## src/rtl/perf_pkg.sv

```systemverilog
// Shared definitions for the performance counter unit: FSM state encoding
// and the read-select width helper.
package perf_pkg;

    typedef enum logic [1:0] {
        ST_STOPPED = 2'd0,
        ST_RUNNING = 2'd1,
        ST_HALTED  = 2'd2
    } perf_state_e;

    // Width of a select that addresses the cycle counter plus n_ev event counters.
    function automatic int sel_width(input int n_ev);
        return (n_ev < 1) ? 1 : $clog2(n_ev + 1);
    endfunction

endpackage

```

## src/rtl/perf_ctr_cell.sv

```systemverilog
// One performance counter: increment, synchronous clear, wrap or saturate
// at all-ones, and a sticky overflow flag.
module perf_ctr_cell #(
    parameter int CNT_W    = 32,
    parameter bit SATURATE = 1'b0
) (
    input  logic             clk,
    input  logic             rst,
    input  logic             clr,
    input  logic             inc,
    output logic [CNT_W-1:0] cnt_o,
    output logic             ovf_o
);

    logic [CNT_W-1:0] cnt_q, cnt_d;
    logic             ovf_q, ovf_d;
    logic             at_max;

    always_comb begin
        // NOTE: every output of this block is given a default first, so no path leaves it unassigned and no latch is inferred.
        at_max = &cnt_q;
        cnt_d  = cnt_q;
        ovf_d  = ovf_q;
        if (clr) begin
            cnt_d = '0;
            ovf_d = 1'b0;
        end else if (inc) begin
            ovf_d = ovf_q | at_max;
            if (!(SATURATE && at_max)) begin
                cnt_d = cnt_q + CNT_W'(1);
            end
        end
    end

    always_ff @(posedge clk) begin
        // NOTE: state registers use non-blocking assignments so every flop samples pre-edge values regardless of statement order.
        if (rst) begin
            cnt_q <= '0;
            ovf_q <= 1'b0;
        end else begin
            cnt_q <= cnt_d;
            ovf_q <= ovf_d;
        end
    end

    assign cnt_o = cnt_q;
    assign ovf_o = ovf_q;

endmodule

```

## src/rtl/perf_counter_unit.sv

```systemverilog
// Performance counter unit: a run/stop/halt FSM gating one cycle counter and
// N_EV event counters, with snapshot shadow registers and a registered read port.
module perf_counter_unit
    import perf_pkg::*;
#(
    parameter int N_EV     = 3,
    parameter int CNT_W    = 32,
    parameter bit SATURATE = 1'b0,
    localparam int SEL_W   = sel_width(N_EV)
) (
    input  logic             clk,
    input  logic             rst,
    input  logic             start,
    input  logic             stop,
    input  logic             clear,
    input  logic             instr_valid,
    input  logic [N_EV-1:0]  event_in,
    input  logic [CNT_W-1:0] limit,
    input  logic             snap,
    input  logic [SEL_W-1:0] rd_sel,
    output logic [CNT_W-1:0] rd_data,
    output logic [1:0]       state_o,
    output logic             limit_hit,
    output logic [N_EV:0]    ovf
);

    localparam logic [SEL_W-1:0] MAX_SEL = SEL_W'(N_EV);

    perf_state_e                 state_q, state_d;
    logic                        count_en;
    logic                        halt;
    logic [CNT_W-1:0]            cyc_next;
    logic [N_EV:0]               inc;
    logic [N_EV:0]               ovf_w;
    logic [N_EV:0][CNT_W-1:0]    live;
    logic [N_EV:0][CNT_W-1:0]    shadow_q;
    logic [CNT_W-1:0]            rd_data_q, rd_data_d;
    logic                        limit_hit_q;

    // Clear suppresses this cycle's increments, which also rules out a limit halt.
    always_comb begin
        count_en = (state_q == ST_RUNNING) && instr_valid && !clear;
        cyc_next = (SATURATE && (&live[0])) ? live[0] : live[0] + CNT_W'(1);
        halt     = count_en && (limit != '0) && (cyc_next == limit);
        inc      = '0;
        inc[0]   = count_en;
        for (int i = 0; i < N_EV; i++) begin
            inc[i+1] = count_en & event_in[i];
        end
    end

    always_comb begin
        state_d = state_q;
        unique case (state_q)
            ST_STOPPED: if (!clear && start && !stop) state_d = ST_RUNNING;
            ST_RUNNING: begin
                if (clear)     state_d = ST_RUNNING;
                else if (halt) state_d = ST_HALTED;
                else if (stop) state_d = ST_STOPPED;
            end
            ST_HALTED:  if (clear) state_d = ST_STOPPED;
            default:    state_d = ST_STOPPED;
        endcase
    end

    always_ff @(posedge clk) begin
        if (rst) begin
            state_q     <= ST_STOPPED;
            limit_hit_q <= 1'b0;
        end else begin
            state_q     <= state_d;
            limit_hit_q <= halt;
        end
    end

    for (genvar i = 0; i <= N_EV; i++) begin : g_ctr
        perf_ctr_cell #(
            .CNT_W    (CNT_W),
            .SATURATE (SATURATE)
        ) u_ctr (
            .clk   (clk),
            .rst   (rst),
            .clr   (clear),
            .inc   (inc[i]),
            .cnt_o (live[i]),
            .ovf_o (ovf_w[i])
        );
    end

    always_comb begin
        rd_data_d = '0;
        if (rd_sel <= MAX_SEL) begin
            rd_data_d = shadow_q[rd_sel];
        end
    end

    always_ff @(posedge clk) begin
        // NOTE: the shadow array is reset explicitly because software may read it before the first snapshot.
        if (rst) begin
            shadow_q  <= '0;
            rd_data_q <= '0;
        end else begin
            if (snap) shadow_q <= live;
            rd_data_q <= rd_data_d;
        end
    end

    assign rd_data   = rd_data_q;
    assign state_o   = state_q;
    assign limit_hit = limit_hit_q;
    assign ovf       = ovf_w;

endmodule

```

## config.mk

```make
export PLATFORM = sky130hd
export DESIGN_NAME = perf_counter_unit
export DESIGN_NICKNAME = d
export VERILOG_FILES = /design/src/rtl/perf_pkg.sv /design/src/rtl/perf_ctr_cell.sv /design/src/rtl/perf_counter_unit.sv
export SDC_FILE = /design/constraint.sdc
export NUM_CORES = 1
export LEC_CHECK = 0
export BUFFER_PORTS_ARGS = -buffer_cell sky130_fd_sc_hd__buf_2
export CORE_MARGIN = 8
export CORE_UTILIZATION = 45
export CTS_CLUSTER_SIZE = 12
export DETAILED_ROUTE_END_ITERATION = 16
export SLEW_MARGIN = 30
export SYNTH_ARGS = -nofsm -noshare
export SYNTH_HDL_FRONTEND = slang
export SYNTH_SLANG_ARGS = --single-unit
```

## constraint.sdc

```tcl
create_clock -name clk -period 2.65 [get_ports clk]
set_input_delay 0.3975 -clock clk [delete_from_list [all_inputs] [get_ports clk]]
set_output_delay 0.3975 -clock clk [all_outputs]
set_load 0.03 [all_outputs]
```

==> metrics.csv <==
metric;value;unit
proportion of layout cells with a drive suffix above 1;17.7;%
type of the worst setup path;reg2reg;
clk slew on worst S/H paths;0.06;ns
Syn Area/Cell;9.46;um^2
Pwr per Cell Area;586;nW/um^2
clk_lat worst skew;0.55;ns
top-area cell type share of the netlist area;45.3;%
Yosys warning count;0;
Reg2Reg Depth;10;
Cell Rows;62;
ant diodes;0;
clock sinks;295;
# port buffers;82;
full die area;34700;um^2
CTS tree;done;
first-pass GRT wire length;52.4;mm
Residual DRC;0;
status;complete, no violations;
Syn Nets;1428;
Req. time, crit path;3.08;ns
Setup Skew;0.0109;ns
setup_tns;0;ns
hpwl dp;23.5;mm
via count;9933;
vias in the first global route;9672;
vias per cell;5.25;
Worst R2R Start;g_ctr[0].u_ctr.cnt_o[10];
Worst Hold Depth;2;
htree depth;1;
Async S/R FF share, synth;0;%
final design utilization;53.3;%
final hold vios;0;
# IOs;83;
overall power;8.94;mW
cell accounting for the most synthesized area;dfxtp_1;
Mapped Cells;1380;
start point of the worst hold path;rst;
core footprint;28600;um^2
Multi-input gate area;6730;um^2
CTS Buffer Depth;3;
most frequent cell after synthesis;dfxtp_1;
Register Area;5910;um^2
LEAKAGE;5.99;nW
Synth-to-Final Area Change;16.9;%
pre-CTS WS;0.0355;ns
final setup violating endpoints;0;
clock root buffer;clkbuf_16;
height of the die;186;um
maximum fanout along the worst path;5;
Horiz. Die Dim;186;um
layout filler cell count;2629;
TritonCTS buffer count;31;
Hold/Removal Path Class;in2reg;
DR WL/cell;17.4;um
Post-CTS Hold Buffers;0;
initial antenna violation count;1;
FF+latch count, synth;295;
final setup margin;0.0960;ns
max-slew violations;0;
maximum vdd drop;0.000364;V
Final Net Count;1536;
RePlAce Congestion;0.915;
setup slack, reg-to-reg;0.1;ns
min Tclk post-route;2.55;ns
Hold EP;state_o[1];
main area contributors after synthesis;dfxtp_1 45%, mux2i_1 10%, nor2_1 7.9%;
Overflow after GRT;0;
global router's overall resource usage;18.9;%
slew margin rel.;47.3;%
Seq/Total Area, Yosys;45.3;%
Synth cell types;58;
synthesized cell area;13100;um^2
DRT iter0 DRCs;663;
most frequent cells after synthesis;295 x dfxtp_1, 273 x nor2_1, 131 x mux2i_1;
Post-synth top flop;dfxtp_1;
DRT Pass-1 Iters;5;
CP endpoint kind;flop;
crit path DAT;2.98;ns
Max-cap violations;0;
reg2reg end;state_o[0];
antenna-violating nets left;0;
fmax;392;MHz
Critical Path Source Type;flop;
slew at the pin closest to its max-slew limit;0.791;ns
Initial Util;45.6;%
period utilization;96.4;%
number of synthesized flops with an enable pin;0;
pin count of the biggest net entering global routing;157;
total wire length;33.0;mm
## stage by stage
| step | std cells | hold slack (ns) | cell area, um^2 |
|---|---|---|---|
| 2_1_floorplan | 1380 | 0.438 | 13100 |
| 3_3_place_gp | 1837 | 0.458 | 14200 |
| 3_5_place_dp | 1837 | 0.455 | 14200 |
| 4_1_cts | 1890 | 0.108 | 15200 |
| 5_1_grt | 1892 | 0.122 | 15300 |
| 6_report | 1892 | 0.135 | 15300 |
## flip-flops by register name, summed over array words and instances, names as in the netlist
| register | cells |
|---|---|
| state_o | 2 |
| g_ctr.u_ctr.ovf_o | 4 |
| limit_hit | 1 |
| shadow_q | 128 |
| g_ctr.u_ctr.cnt_o | 128 |
| rd_data | 32 |
## layout by cell type, fill, tap and decap left out, types with 17 or more instances in the layout
cell       instances
nor3_1            17
buf_4             72
inv_1             19
nand4_1           27
nor2b_1           34
mux2i_1          131
mux4_2            32
nand3_1           44
nor2_1           272
xor2_1            76
dfxtp_1          290
clkbuf_16         31
or3_1             27
buf_2             80
and3_1            21
a21oi_1           34
nand2_1           86
xnor2_1           65
o21ai_0           26
## worst max-delay path, cell delays in order (launching register included)
cell and delay (ns):
dfxtp_1 0.43, nand2_1 0.21, nor4_4 0.47, buf_4 0.21, nand4b_1 0.09, a211oi_1 0.27, nor3_1 0.10, a211oi_1 0.26
buf_4 0.18, a41o_1 0.17, a211oi_1 0.06
## where the power goes
group	leakage (nW)	total (mW)	internal, mW	switching, mW
registers	2.38	4.44	4.44	0.00121
logic	3.14	0.376	0.144	0.232
clock network	0.476	4.12	2.41	1.71
total	5.99	8.94	6.99	1.94
## routing by layer
layer	part of all wire, %	vias up	global-route usage (%)	wire length (um)
met5	0	-	0	0
met4	1.8	0	4.54	595
li1	-	4932	-	-
met3	5.5	43	2.99	1820
met1	48	4741	26.3	15800
met2	45	217	30.5	14700
## cell type report
type	count	area share, %
tap	384	3.15
sequential	295	38.8
inverter	19	0.468
timing repair buffer	160	7.16
clock inverter	3	0.123
multi-input combinational	981	44.1
clock buffer	50	6.21
## cells by family (layout without fill, tap and decap cells)
logic type,Yosys count,count (layout),synth area share [%]
AOI/OAI and AO/OA,85,85,3.79
xor gates and xnor gates,141,141,9.46
adders and majority gates,4,4,0.384
buffers and inverters,104,232,3.37
DFF,295,295,45.3
muxes,165,165,15.7
and+or+nand+nor,586,586,22.0
## timing repair
| action | 4_1_cts | 5_1_grt |
|---|---|---|
| endpoints found under the setup margin | 0 | 3 |
| buffers inserted | 0 | 2 |
| gates resized for setup | 0 | 10 |
## worst max-delay path by stage
stage,endpoint,from,slack [ns]
global placement,state_o[0],g_ctr[0].u_ctr.cnt_o[0],0.04
CTS,state_o[0],g_ctr[0].u_ctr.cnt_o[0],0.02
finish,state_o[0],g_ctr[0].u_ctr.cnt_o[10],0.1
detailed placement,state_o[0],g_ctr[0].u_ctr.cnt_o[0],0.04
floorplan,state_o[0],state_o[0],0.04
global route,state_o[0],g_ctr[0].u_ctr.cnt_o[10],-0.002
Note: power is estimated with default switching activity, not from simulation.
